## config.mk

```make
export PLATFORM = sky130hd
export DESIGN_NAME = spi_reg_ctrl
export DESIGN_NICKNAME = d
export VERILOG_FILES = /design/src/rtl/spi_reg_pkg.sv /design/src/rtl/spi_sync_edge.sv /design/src/rtl/spi_reg_ctrl.sv
export SDC_FILE = /design/constraint.sdc
export NUM_CORES = 1
export LEC_CHECK = 0
export ABC_AREA = 1
export BUFFER_PORTS_ARGS = -buffer_cell sky130_fd_sc_hd__buf_2
export CORE_ASPECT_RATIO = 2
export CORE_MARGIN = 2
export CORE_UTILIZATION = 51
export DETAILED_ROUTE_END_ITERATION = 7
export GPL_ROUTABILITY_DRIVEN = 0
export PLACE_DENSITY = 0.75
export SYNTH_ARGS = -nofsm -noshare
export SYNTH_HDL_FRONTEND = slang
export SYNTH_SLANG_ARGS = --single-unit
```

## constraint.sdc

```tcl
create_clock -name clk -period 2 [get_ports clk]
set_input_delay 0.3 -clock clk [delete_from_list [all_inputs] [get_ports clk]]
set_output_delay 0.3 -clock clk [all_outputs]
set_load 0.01 [all_outputs]
```

## src/rtl/spi_reg_pkg.sv

```systemverilog
// Shared constants, state type and address helper for the SPI register controller.
package spi_reg_pkg;

  localparam int unsigned FRAME_BITS = 16;
  localparam int unsigned CNT_W      = 5;

  // Counter value 17 marks a frame that ran past FRAME_BITS.
  localparam logic [CNT_W-1:0] CNT_FULL = CNT_W'(FRAME_BITS);
  localparam logic [CNT_W-1:0] CNT_OVF  = CNT_W'(FRAME_BITS + 1);

  localparam logic [6:0] ADDR_EN_OUT_LO = 7'h00;
  localparam logic [6:0] ADDR_EN_OUT_HI = 7'h01;
  localparam logic [6:0] ADDR_EN_PWM_LO = 7'h02;
  localparam logic [6:0] ADDR_EN_PWM_HI = 7'h03;
  localparam logic [6:0] ADDR_PWM_DUTY  = 7'h04;

  typedef enum logic [1:0] {WAIT_HIGH, IDLE, SHIFT} state_e;

  // True when addr is at or below the configured top of the register map.
  function automatic logic addr_in_map(input logic [6:0] addr, input int unsigned max_addr);
    return 32'(addr) <= max_addr;
  endfunction

endpackage

```

## src/rtl/spi_sync_edge.sv

```systemverilog
// Multi-stage input synchroniser with rise/fall pulse detection.
// SYNC_STAGES must be at least 2.
module spi_sync_edge #(
  parameter int unsigned SYNC_STAGES = 2,
  parameter logic        RESET_VAL   = 1'b0
) (
  input  logic clk,
  input  logic rst,
  input  logic din,
  output logic level,
  output logic rise,
  output logic fall
);

  logic [SYNC_STAGES-1:0] sync_q;
  logic                   prev_q;

  // Synchroniser chain plus one delayed copy of the synced level for edge detection.
  always_ff @(posedge clk or posedge rst) begin
    if (rst) begin
      sync_q <= {SYNC_STAGES{RESET_VAL}};
      prev_q <= RESET_VAL;
    end else begin
      sync_q <= {sync_q[SYNC_STAGES-2:0], din};
      prev_q <= sync_q[SYNC_STAGES-1];
    end
  end

  assign level = sync_q[SYNC_STAGES-1];
  assign rise  = level & ~prev_q;
  assign fall  = ~level & prev_q;

endmodule

```

## src/rtl/spi_reg_ctrl.sv

```systemverilog
// SPI mode-0 slave that writes the five PWM configuration registers.
// Optional read-back over cipo is enabled by defining SPI_READBACK_EN.
module spi_reg_ctrl
  import spi_reg_pkg::*;
#(
  parameter int unsigned SYNC_STAGES = 2,
  parameter int unsigned MAX_ADDR    = 4
) (
  input  logic       clk,
  input  logic       rst,
  input  logic       sclk,
  input  logic       copi,
  input  logic       ncs,
  output logic       cipo,
  output logic [7:0] en_reg_out_7_0,
  output logic [7:0] en_reg_out_15_8,
  output logic [7:0] en_reg_pwm_7_0,
  output logic [7:0] en_reg_pwm_15_8,
  output logic [7:0] pwm_duty_cycle,
  output logic       wr_pulse,
  output logic       frame_err
);

  logic sclk_lvl, sclk_rise, sclk_fall;
  logic ncs_lvl, ncs_rise, ncs_fall;
  logic copi_lvl, copi_rise, copi_fall;

  spi_sync_edge #(.SYNC_STAGES(SYNC_STAGES), .RESET_VAL(1'b0)) u_sync_sclk (
    .clk(clk), .rst(rst), .din(sclk), .level(sclk_lvl), .rise(sclk_rise), .fall(sclk_fall)
  );

  spi_sync_edge #(.SYNC_STAGES(SYNC_STAGES), .RESET_VAL(1'b1)) u_sync_ncs (
    .clk(clk), .rst(rst), .din(ncs), .level(ncs_lvl), .rise(ncs_rise), .fall(ncs_fall)
  );

  spi_sync_edge #(.SYNC_STAGES(SYNC_STAGES), .RESET_VAL(1'b0)) u_sync_copi (
    .clk(clk), .rst(rst), .din(copi), .level(copi_lvl), .rise(copi_rise), .fall(copi_fall)
  );

  state_e           state_q, state_d;
  logic [CNT_W-1:0] bit_cnt_q;
  logic [15:0]      shift_q;
  logic             frame_start, frame_eval;
  logic             do_write, do_err;
  logic [6:0]       frame_addr;
  logic [7:0]       frame_data;
  logic [7:0]       en_out_lo_q, en_out_hi_q, en_pwm_lo_q, en_pwm_hi_q, duty_q;
  logic             wr_pulse_q, frame_err_q;

  // State register.
  always_ff @(posedge clk or posedge rst) begin
    if (rst) state_q <= WAIT_HIGH;
    else     state_q <= state_d;
  end

  // Next state; WAIT_HIGH drops any frame already in flight at reset release.
  always_comb begin
    state_d     = state_q;
    frame_start = 1'b0;
    frame_eval  = 1'b0;
    case (state_q)
      WAIT_HIGH: if (ncs_lvl) state_d = IDLE;
      IDLE: begin
        if (ncs_fall) begin
          state_d     = SHIFT;
          frame_start = 1'b1;
        end
      end
      SHIFT: begin
        if (ncs_rise) begin
          state_d    = IDLE;
          frame_eval = 1'b1;
        end
      end
      default: state_d = WAIT_HIGH;
    endcase
  end

  // Shift register and saturating bit counter; an sclk rise coincident with ncs rise is dropped
  // because the synced ncs level is already high.
  always_ff @(posedge clk or posedge rst) begin
    if (rst) begin
      bit_cnt_q <= '0;
      shift_q   <= '0;
    end else if (frame_start) begin
      bit_cnt_q <= '0;
      shift_q   <= '0;
    end else if (state_q == SHIFT && sclk_rise && !ncs_lvl) begin
      shift_q <= {shift_q[14:0], copi_lvl};
      if (bit_cnt_q != CNT_OVF) bit_cnt_q <= bit_cnt_q + 1'b1;
    end
  end

  assign frame_addr = shift_q[14:8];
  assign frame_data = shift_q[7:0];
  assign do_write   = frame_eval && (bit_cnt_q == CNT_FULL) && shift_q[15] &&
                      addr_in_map(frame_addr, MAX_ADDR);
  assign do_err     = frame_eval && (bit_cnt_q != CNT_FULL);

  // Configuration registers, updated on the edge after the ncs rise is detected.
  always_ff @(posedge clk or posedge rst) begin
    if (rst) begin
      en_out_lo_q <= '0;
      en_out_hi_q <= '0;
      en_pwm_lo_q <= '0;
      en_pwm_hi_q <= '0;
      duty_q      <= '0;
    end else if (do_write) begin
      case (frame_addr)
        ADDR_EN_OUT_LO: en_out_lo_q <= frame_data;
        ADDR_EN_OUT_HI: en_out_hi_q <= frame_data;
        ADDR_EN_PWM_LO: en_pwm_lo_q <= frame_data;
        ADDR_EN_PWM_HI: en_pwm_hi_q <= frame_data;
        ADDR_PWM_DUTY:  duty_q      <= frame_data;
        default: ;
      endcase
    end
  end

  // Single-cycle status strobes.
  always_ff @(posedge clk or posedge rst) begin
    if (rst) begin
      wr_pulse_q  <= 1'b0;
      frame_err_q <= 1'b0;
    end else begin
      wr_pulse_q  <= do_write;
      frame_err_q <= do_err;
    end
  end

  assign en_reg_out_7_0  = en_out_lo_q;
  assign en_reg_out_15_8 = en_out_hi_q;
  assign en_reg_pwm_7_0  = en_pwm_lo_q;
  assign en_reg_pwm_15_8 = en_pwm_hi_q;
  assign pwm_duty_cycle  = duty_q;
  assign wr_pulse        = wr_pulse_q;
  assign frame_err       = frame_err_q;

`ifdef SPI_READBACK_EN
  logic [7:0] rd_mux, rd_data_q;
  logic       rd_loaded_q, cipo_q;

  // Register selected by the address bits once the first byte has been shifted in.
  always_comb begin
    rd_mux = 8'h00;
    if (addr_in_map(shift_q[6:0], MAX_ADDR)) begin
      case (shift_q[6:0])
        ADDR_EN_OUT_LO: rd_mux = en_out_lo_q;
        ADDR_EN_OUT_HI: rd_mux = en_out_hi_q;
        ADDR_EN_PWM_LO: rd_mux = en_pwm_lo_q;
        ADDR_EN_PWM_HI: rd_mux = en_pwm_hi_q;
        ADDR_PWM_DUTY:  rd_mux = duty_q;
        default:        rd_mux = 8'h00;
      endcase
    end
  end

  // Latch the read data after bit 8, then present one bit per sclk fall, MSB first.
  always_ff @(posedge clk or posedge rst) begin
    if (rst) begin
      rd_data_q   <= '0;
      rd_loaded_q <= 1'b0;
      cipo_q      <= 1'b0;
    end else if (state_q != SHIFT || ncs_rise) begin
      rd_data_q   <= '0;
      rd_loaded_q <= 1'b0;
      cipo_q      <= 1'b0;
    end else if (!rd_loaded_q) begin
      if (bit_cnt_q == CNT_W'(8) && !shift_q[7]) begin
        rd_data_q   <= rd_mux;
        rd_loaded_q <= 1'b1;
      end
    end else if (sclk_fall) begin
      cipo_q    <= rd_data_q[7];
      rd_data_q <= {rd_data_q[6:0], 1'b0};
    end
  end

  assign cipo = cipo_q;

  logic unused_sync;
  assign unused_sync = ^{sclk_lvl, copi_rise, copi_fall};
`else
  assign cipo = 1'b0;

  logic unused_sync;
  assign unused_sync = ^{sclk_lvl, sclk_fall, copi_rise, copi_fall};
`endif

endmodule

```

==> flow_summary.yaml, run 1 <==
route:
  first_iter_violations: 115
  drt-met1-wl_mm: 2.63
  vias_per_cell: 5.09
  detail-route-antenna-nets: 0
  dr_wl_met3_um: 237
  drt-wirelength-per-cell_um: 13.7
  dr.pass1.iters: 4
  routed.top_layer: "met4"
  routed_wl_mm: 7.13
  num_vias: 2651
  wl_met2_mm: 3.92
  drc: 0
setup_path:
  worst_ep_arrival_time_ns: 1.95
  crit_required_ns: 2.27
  critPathMaxFanout: 16
  worst_setup_path_end_kind: "register"
  rrSetupSlack_ns: 0.32
  r2r_cells: 6
  r2r-end: "en_reg_out_7_0[3]"
  crit_type: "register to register"
  start_kind: "register"
  r2r_start: "bit_cnt_q[0]"
clocking:
  ctsResizeCount: 0
  clock_sinks: 73
  tritoncts: "built"
  ctsLongestPathBuffers: 2
  cts_inserted_buffers: 9
  cts.htree.levels: 3
  clkTransAtPathRegs_ns: 0.05
  cts-root-buf: "clkbuf_16"
  clk_latency_ns: 0.33
synth:
  async_flop_share: 1.00
  synth_flop_cell: "dfrtp_1"
  ys_warn_count: 0
  synth_enable_flop_cells: 0
  ys_seq_area_frac: 0.529
  ys_seq_elements: 73
  syn_inst: 373
  synth_area_sq_um: 3460
  avgSynthCellArea_sq_um: 9.28
  syn-num-nets: 381
  yosys.area.top_type_share: 0.506
  ys_types: 36
  synth_area_leaders: "dfrtp_1, nand2_1, nand4_1"
  synth_top_area_cell: "dfrtp_1"
floorplan:
  num_rows: 42
  ios: 48
  dieWidth_um: 62.3
  die_h_um: 121
  start_util: 0.523
  core_sq_um: 6620
  die_area_sq_um: 7500
min_path:
  hp-start: "ncs"
  hold_path_class: "input port to register"
  holdPathEnd: "u_sync_ncs.sync_q[0]"
  whs_path_depth: 1
finish:
  design_area_sq_um: 4090
  seqCellArea_sq_um: 1830
  final.fill_count: 593
  multi_input_area_sq_um: 1340
  fin_util: 0.617
  layout_common_cells: "nand2_1, dfrtp_1, inv_1"
  drive_gt1_frac: 0.233
  nets: 436
  antennaDiodeCount: 0
  layout_commonest_cell: "nand2_1"
  layout.cells.non_filler: 521
  layout-area-overhead-vs-synth_pct: 18.0
timing:
  worst_pin_slew_ns: 0.540
  setup_viol: 0
  final-hold-violation-count: 0
  setup_ws_ns: 0.316
  timing.fmax_ghz: 0.594
  post-route-period-util: 0.842
  fin_setup_tns_ns: 0
  timing.slew.headroom: 0.639
  slew_viol_final: 0
  finClkSkew_ns: 0.00646
  grt_setup_unrepaired: "no"
  period_needed_ns: 1.68
global_route:
  grt_max_degree: 30
  grt_first_pass_wirelength_mm: 11.8
  overflow: 0
  antenna_found_initial: 0
  track_usage: 0.204
  grt_pass1_vias: 2553
placement:
  placed_cell_area_sq_um: 3800
  dp_cells: 504
  port-buffer-count: 46
  hpwlAfterDp_mm: 5.34
  place_ws_ns: 0.332
job:
  drv_cap: 0
pwr:
  powerDensity_nw_per_um2: 838
  ir_drop_v: 0.000805
  p_leak_uw: 0.00227
run_status:
  status: "completed"
[worst max-delay path by stage]
stage,from,to,slack [ns],depth (start not counted)
floorplan,bit_cnt_q[0],en_reg_pwm_15_8[0],0.55,8
CTS,bit_cnt_q[0],en_reg_out_7_0[3],0.32,6
global route,bit_cnt_q[0],en_reg_out_7_0[5],0.15,6
finish,bit_cnt_q[0],en_reg_out_7_0[3],0.32,6
detailed placement,bit_cnt_q[0],en_reg_out_7_0[3],0.33,6
global placement,bit_cnt_q[0],en_reg_pwm_7_0[5],0.40,6
[routing by layer]
| metal | up-vias | track usage |
|---|---|---|
| met5 | - | 0 |
| met4 | 0 | 0.122 |
| met3 | 21 | 0.0428 |
| met2 | 59 | 0.368 |
| met1 | 1247 | 0.217 |
| li1 | 1324 | - |
[worst max-delay path: stages (launching register included)]
cell and delay [ns]:
dfrtp_1 0.42, inv_1 0.10, ha_1 0.20, nand3_4 0.16, nor3_4 0.46, nand4_1 0.17
nand2_1 0.10
[per-stage QoR]
stage	total power [uW]	hold slack, ns
floorplan	1890	0.304
global placement	1970	0.293
detailed placement	1990	0.292
CTS	3460	0.0541
global route	3560	0.0640
finish	3420	0.0653
[report_power, final]
group / switching [uW] / leakage [uW] / internal (uW)
combinational: 226 / 0.00115 / 121
sequential: 75.5 / 0.000992 / 1540
clock: 548 / 0.000131 / 909
[what timing repair did]
item,in CTS,in global routing
hold buffers,1,0
hold endpoints to repair,13,0
setup buffers,0,0
[area by class of cell]
class                           instances  area share
Clock buffer                           16      0.0665
Inverter                               61      0.0573
Multi-Input combinational cell        230       0.328
Sequential cell                        73       0.448
Tap cell                               88      0.0270
Timing Repair Buffer                   53      0.0729
[Yosys cell counts, types with 3 or more instances]
master	instances
nand2_1	102
o21ai_1	5
inv_1	55
nand3_1	20
nor2_2	5
ha_1	3
nor2_8	4
dfstp_2	3
nand4_1	42
nand3_4	4
dfrtp_1	70
nor2_1	5
inv_2	4
nand2_4	3
o21ai_0	16
nor2_4	5
[state kept, by name, indices dropped and copies added (netlist names)]
name / cells
en_reg_out_15_8: 8
wr_pulse: 1
en_reg_pwm_7_0: 8
u_sync_ncs.sync_q: 2
shift_q: 16
u_sync_sclk.sync_q: 2
pwm_duty_cycle: 8
bit_cnt_q: 5
u_sync_copi.sync_q: 2
u_sync_ncs.prev_q: 1
frame_err: 1
en_reg_pwm_15_8: 8
state_q: 2
en_reg_out_7_0: 8
u_sync_sclk.prev_q: 1
[logic make-up (layout without fill, tap and decap cells)]
kind of cell	after synthesis	after routing	share of synthesized area
buffers and inverters	70	130	0.0838
other	1	1	0.00108
XOR/XNOR	3	3	0.00759
adder cells (fa/ha/maj)	3	3	0.0108
AND/OR/NAND/NOR	197	197	0.324
flip-flops	73	73	0.529
AO/OA/AOI/OAI	26	26	0.0437
No activity file was read; power rests on OpenSTA's default activity.
==> inputs of run 2 (changes only) <==
==> constraint.sdc (replaced) <==
create_clock -name clk -period 1.4 [get_ports clk]
set_input_delay 0.21 -clock clk [delete_from_list [all_inputs] [get_ports clk]]
set_output_delay 0.21 -clock clk [all_outputs]
set_load 0.01 [all_outputs]
==> run 2 against run 1 <==
The flow now finishes with violations (setup timing). Via count up 9.1%. Global-route usage up 1.3 points. Critical path depth up 1. Power up 58%. Critical endpoint is now en_reg_pwm_7_0[0].
==> flow_summary.yaml, run 2 (same netlist as run 1, synthesis figures left out) <==
finish:
  largest_register_ffs: 16
  seqCellArea_sq_um: 1830
  layout_common_cells: "nand2_1, dfrtp_1, inv_1"
  drive_gt1_frac: 0.407
  layout-area-overhead-vs-synth_pct: 36.1
  antennaDiodeCount: 0
  final.fill_count: 490
  largest_register: "shift_q"
  layout_commonest_cell: "nand2_1"
  multi_input_area_sq_um: 1580
  nets: 478
  design_area_sq_um: 4710
pwr:
  ir_drop_v: 0.00111
  p_leak_uw: 0.00255
  powerDensity_nw_per_um2: 1150
floorplan:
  core_sq_um: 6620
  start_util: 0.523
  ios: 48
  dieWidth_um: 62.3
  die_area_sq_um: 7500
  die_h_um: 121
  num_rows: 42
run_status:
  status: "complete, but fails checks"
  violations: "setup timing"
route:
  routed_wl_mm: 8.08
  drc: 0
  dr.pass1.iters: 4
  first_iter_violations: 185
  detail-route-antenna-nets: 0
  vias_per_cell: 5.14
  drt-wirelength-per-cell_um: 14.4
  num_vias: 2891
setup_path:
  crit_type: "register to register"
  rrSetupSlack_ns: -0.13
  worst_ep_arrival_time_ns: 1.80
  start_kind: "register"
  critPathMaxFanout: 6
  worst_setup_path_end_kind: "register"
  crit_required_ns: 1.67
  r2r_cells: 7
clocking:
  cts.htree.levels: 3
  clk_latency_ns: 0.33
  cts-root-buf: "clkbuf_16"
  clock_sinks: 73
  tritoncts: "built"
  clkTransAtPathRegs_ns: 0.05
  cts_inserted_buffers: 9
  ctsLongestPathBuffers: 2
timing:
  post-route-period-util: 1.09
  slew_viol_final: 0
  setup_ws_ns: -0.132
  finClkSkew_ns: 0.00609
  fin_setup_tns_ns: -3.82
  period_needed_ns: 1.53
  timing.fmax_ghz: 0.653
  hold_slack_ns: 0.350
  setup_viol: 46
  grt_setup_unrepaired: "yes"
  final-hold-violation-count: 0
global_route:
  grt_first_pass_wirelength_mm: 12.7
  grt_max_degree: 74
  overflow: 0
  track_usage: 0.217
  grt_pass1_vias: 2728
  antenna_found_initial: 0
placement:
  port-buffer-count: 46
  hpwlAfterDp_mm: 5.14
  placed_cell_area_sq_um: 4010
min_path:
  whs_path_depth: 0
  hold_path_class: "register to register"
job:
  drv_cap: 0
## run 2: cell count changes in the layout (fill, tap and decap cells not counted), moves of 5 or more
cell and change:
buf_4 +25, nor2_4 +6, o21ai_0 -15, o21ai_1 +6
nand3_2 +9, inv_2 +5, inv_1 -5, nand2_1 -20
o21ai_2 +8, nand2_2 +18, buf_6 +9, nand3_1 -10
## run 2: repair_timing
| action | in CTS | in global routing |
|---|---|---|
| gates cloned | 3 | 1 |
| hold buffers | 4 | 0 |
| gates resized for setup | 19 | 69 |
| buffers inserted | 5 | 8 |
| setup endpoints to repair | 61 | 61 |
| endpoints found under the hold margin | 19 | 0 |
| pin swaps | 9 | 22 |
## run 2: area by class of cell
type	count	share of cell area
multi-input cells	233	0.334
repair buffers	92	0.139
clock buffers	12	0.0544
clock inverters	3	0.00850
well taps	88	0.0234
flip-flops and latches	73	0.389
inverters	61	0.0513
## run 2: final timing paths
check	from	end
hold reg to reg	u_sync_sclk.sync_q[0]	u_sync_sclk.sync_q[1]
setup / recovery	u_sync_ncs.sync_q[1]	en_reg_pwm_7_0[0]
max in group asynchronous	rst	u_sync_ncs.prev_q
hold / removal	u_sync_sclk.sync_q[0]	u_sync_sclk.sync_q[1]
setup reg to reg	u_sync_ncs.sync_q[1]	en_reg_pwm_7_0[0]
min in group asynchronous	rst	en_reg_pwm_15_8[1]
## run 2: through the flow
stage | std cells | util | setup slack [ns] | power (uW)
CTS | 555 | 0.675 | -0.108 | 5290
detailed placement | 528 | 0.606 | -0.144 | 2960
global route | 562 | 0.711 | -0.202 | 5640
global placement | 528 | 0.606 | -0.0745 | 2940
floorplan | 373 | - | -0.00754 | 2700
finish | 562 | 0.711 | -0.132 | 5410
## run 2: routing by layer
metal / global-route usage / vias to the layer above / share of wire
met5: 0 / - / 0
met4: 0.139 / 0 / 0.039
met3: 0.0465 / 23 / 0.032
met2: 0.371 / 71 / 0.56
met1: 0.244 / 1390 / 0.37
li1: - / 1407 / -
## run 2: worst max-delay path, cell delays in order, from the launching register on
cell and delay (ns):
dfstp_2 0.56, inv_2 0.06, nor2_4 0.12, nand2_4 0.14
nor3_4 0.22, buf_6 0.14, nand4_1 0.13, nand2_1 0.10
## run 2: where the power goes
part           total, uW  internal (uW)  switching [uW]
sequential          2290           2210            86.0
clock               2250           1460             792
combinational        863            378             484
==> inputs of run 3 (changes only) <==
--- a/config.mk
+++ b/config.mk
@@ -12,7 +12,7 @@
 export CORE_UTILIZATION = 51
 export DETAILED_ROUTE_END_ITERATION = 7
 export GPL_ROUTABILITY_DRIVEN = 0
-export PLACE_DENSITY = 0.75
+export PLACE_DENSITY = 0.72
 export SYNTH_ARGS = -nofsm -noshare
 export SYNTH_HDL_FRONTEND = slang
 export SYNTH_SLANG_ARGS = --single-unit
==> run 3 against run 2 <==
The run still ends with setup timing left. Via count grew 7.2%. Worst setup slack lost 0.042 ns. Die area is the same. Cell count grew 1.8%. First-iteration DRC count shrank 4.3%. Power grew 1.3%. Largest cell class unchanged.
==> flow_summary.yaml, run 3 (same netlist as run 1, synthesis figures left out) <==
timing:
  setup_ws_ns: -0.174
  final-hold-violation-count: 0
  timing.fmax_ghz: 0.635
  fin_setup_tns_ns: -4.21
  slew_viol_final: 0
  period_needed_ns: 1.57
  post-route-period-util: 1.12
  grt_setup_unrepaired: "yes"
  finClkSkew_ns: 0.00457
  setup_viol: 61
route:
  detail-route-antenna-nets: 0
  num_vias: 3099
  vias_per_cell: 5.42
  routed_wl_mm: 9.55
  dr_wl_met3_um: 386
  drt-met1-wl_mm: 3.24
  routed.top_layer: "met4"
  drc: 0
  first_iter_violations: 177
  wl_met2_mm: 5.53
  dr.pass1.iters: 4
  drt-wirelength-per-cell_um: 16.7
placement:
  dp_cells: 533
  hpwlAfterDp_mm: 5.48
  port-buffer-count: 46
  placed_cell_area_sq_um: 4090
finish:
  drive_gt1_frac: 0.430
  largest_register: "shift_q"
  layout_common_cells: "nand2_1, dfrtp_1, buf_2"
  antennaDiodeCount: 0
  largest_register_ffs: 16
  layout-area-overhead-vs-synth_pct: 42.5
  fin_util: 0.745
  design_area_sq_um: 4930
  nets: 488
  layout_commonest_cell: "nand2_1"
  layout.cells.non_filler: 572
pwr:
  comb_power_share: 0.189
  p_leak_uw: 0.00258
  p_clk_frac: 0.389
  internal_power_uw: 4000
  swShare: 0.270
  seq_power_share: 0.422
  p_sw_uw: 1480
  ir_drop_v: 0.00130
  powerDensity_nw_per_um2: 1110
clocking:
  cts.htree.levels: 3
  clkTransAtPathRegs_ns: 0.05
  ctsLongestPathBuffers: 2
  clock_sinks: 73
  clk_latency_ns: 0.33
  cts-root-buf: "clkbuf_16"
  cts_inserted_buffers: 9
  tritoncts: "built"
setup_path:
  worst_ep_arrival_time_ns: 1.80
  worst_setup_path_end_kind: "register"
  crit_type: "register to register"
  r2r_cells: 8
  critPathMaxFanout: 5
  critical-path-max-stage-delay_ns: 0.56
  crit_required_ns: 1.63
  critPathMostFrequentCell: "nor2_4"
  start_kind: "register"
  cp_cell_sequence: "inv_2 -> nor2_4 -> nand2_8 -> buf_4 -> nor2_4 -> nand4_1 -> nand2_1 -> inv_1"
  cpMaxStageDelayCell: "dfstp_2"
global_route:
  overflow: 0
  antenna_found_initial: 0
  grt_first_pass_wirelength_mm: 13.6
  grt_max_degree: 31
  grt_pass1_vias: 2958
  track_usage: 0.237
run_status:
  status: "complete, but fails checks"
  violations: "setup timing"
floorplan:
  dieWidth_um: 62.3
  die_h_um: 121
  num_rows: 42
  ios: 48
  start_util: 0.523
  die_area_sq_um: 7500
  core_sq_um: 6620
min_path:
  whs_path_depth: 0
  hold_path_class: "register to register"
job:
  drv_cap: 0
-- run 3: layer usage --
metal	GRT usage	vias to the layer above
li1	-	1438
met1	0.247	1519
met2	0.435	111
met3	0.0502	31
met4	0.132	0
met5	0	-
-- run 3: critical path: cells and delay by family, from the launching register on --
kind / cells / cell delay [ns]
flops: 1 / 0.56
buf+inv: 3 / 0.26
simple gates: 5 / 0.66
-- run 3: repair_timing --
action	4_1_cts	5_1_grt
setup endpoints to repair	61	61
buffers inserted	7	5
pin swaps	21	27
cloned	7	2
hold buffers	4	0
resized for setup	19	71
endpoints found under the hold margin	9	0
-- run 3: final cells by class --
cell class                      count  area (sq um)
Multi-Input combinational cell    237          1670
Inverter                           61           234
Clock buffer                       12           267
Timing Repair Buffer               98           801
Fill cell                         466          1690
Tap cell                           88           110
Clock inverter                      3          15.0
Sequential cell                    73          1830
-- run 3: worst paths after layout --
path | from | endpoint | slack (ns)
worst max-delay path | u_sync_ncs.sync_q[1] | en_reg_pwm_15_8[0] | -0.17
worst min-delay path | u_sync_copi.sync_q[0] | u_sync_copi.sync_q[1] | 0.35
worst max register to register | u_sync_ncs.sync_q[1] | en_reg_pwm_15_8[0] | -0.17
worst min register to register | u_sync_copi.sync_q[0] | u_sync_copi.sync_q[1] | 0.35
max in group asynchronous | rst | u_sync_ncs.sync_q[1] | 0.55
min in group asynchronous | rst | en_reg_pwm_15_8[4] | 0.36
-- run 3: power by group through the flow --
stage	Combinational, uW	Clock, uW	Sequential [uW]
floorplan	379	0	2330
global placement	642	0	2310
detailed placement	659	0	2320
CTS	861	2140	2300
global route	1110	2240	2310
finish	1030	2130	2310
-- run 3: through the flow --
stage / worst slack (ns) / hold slack (ns) / total power [uW]
after floorplan: -0.00754 / 0.214 / 2700
after global placement: -0.0816 / 0.159 / 2950
after detailed placement: -0.119 / 0.162 / 2980
after CTS: -0.105 / 0.353 / 5310
after global routing: -0.253 / 0.365 / 5670
final: -0.174 / 0.350 / 5470
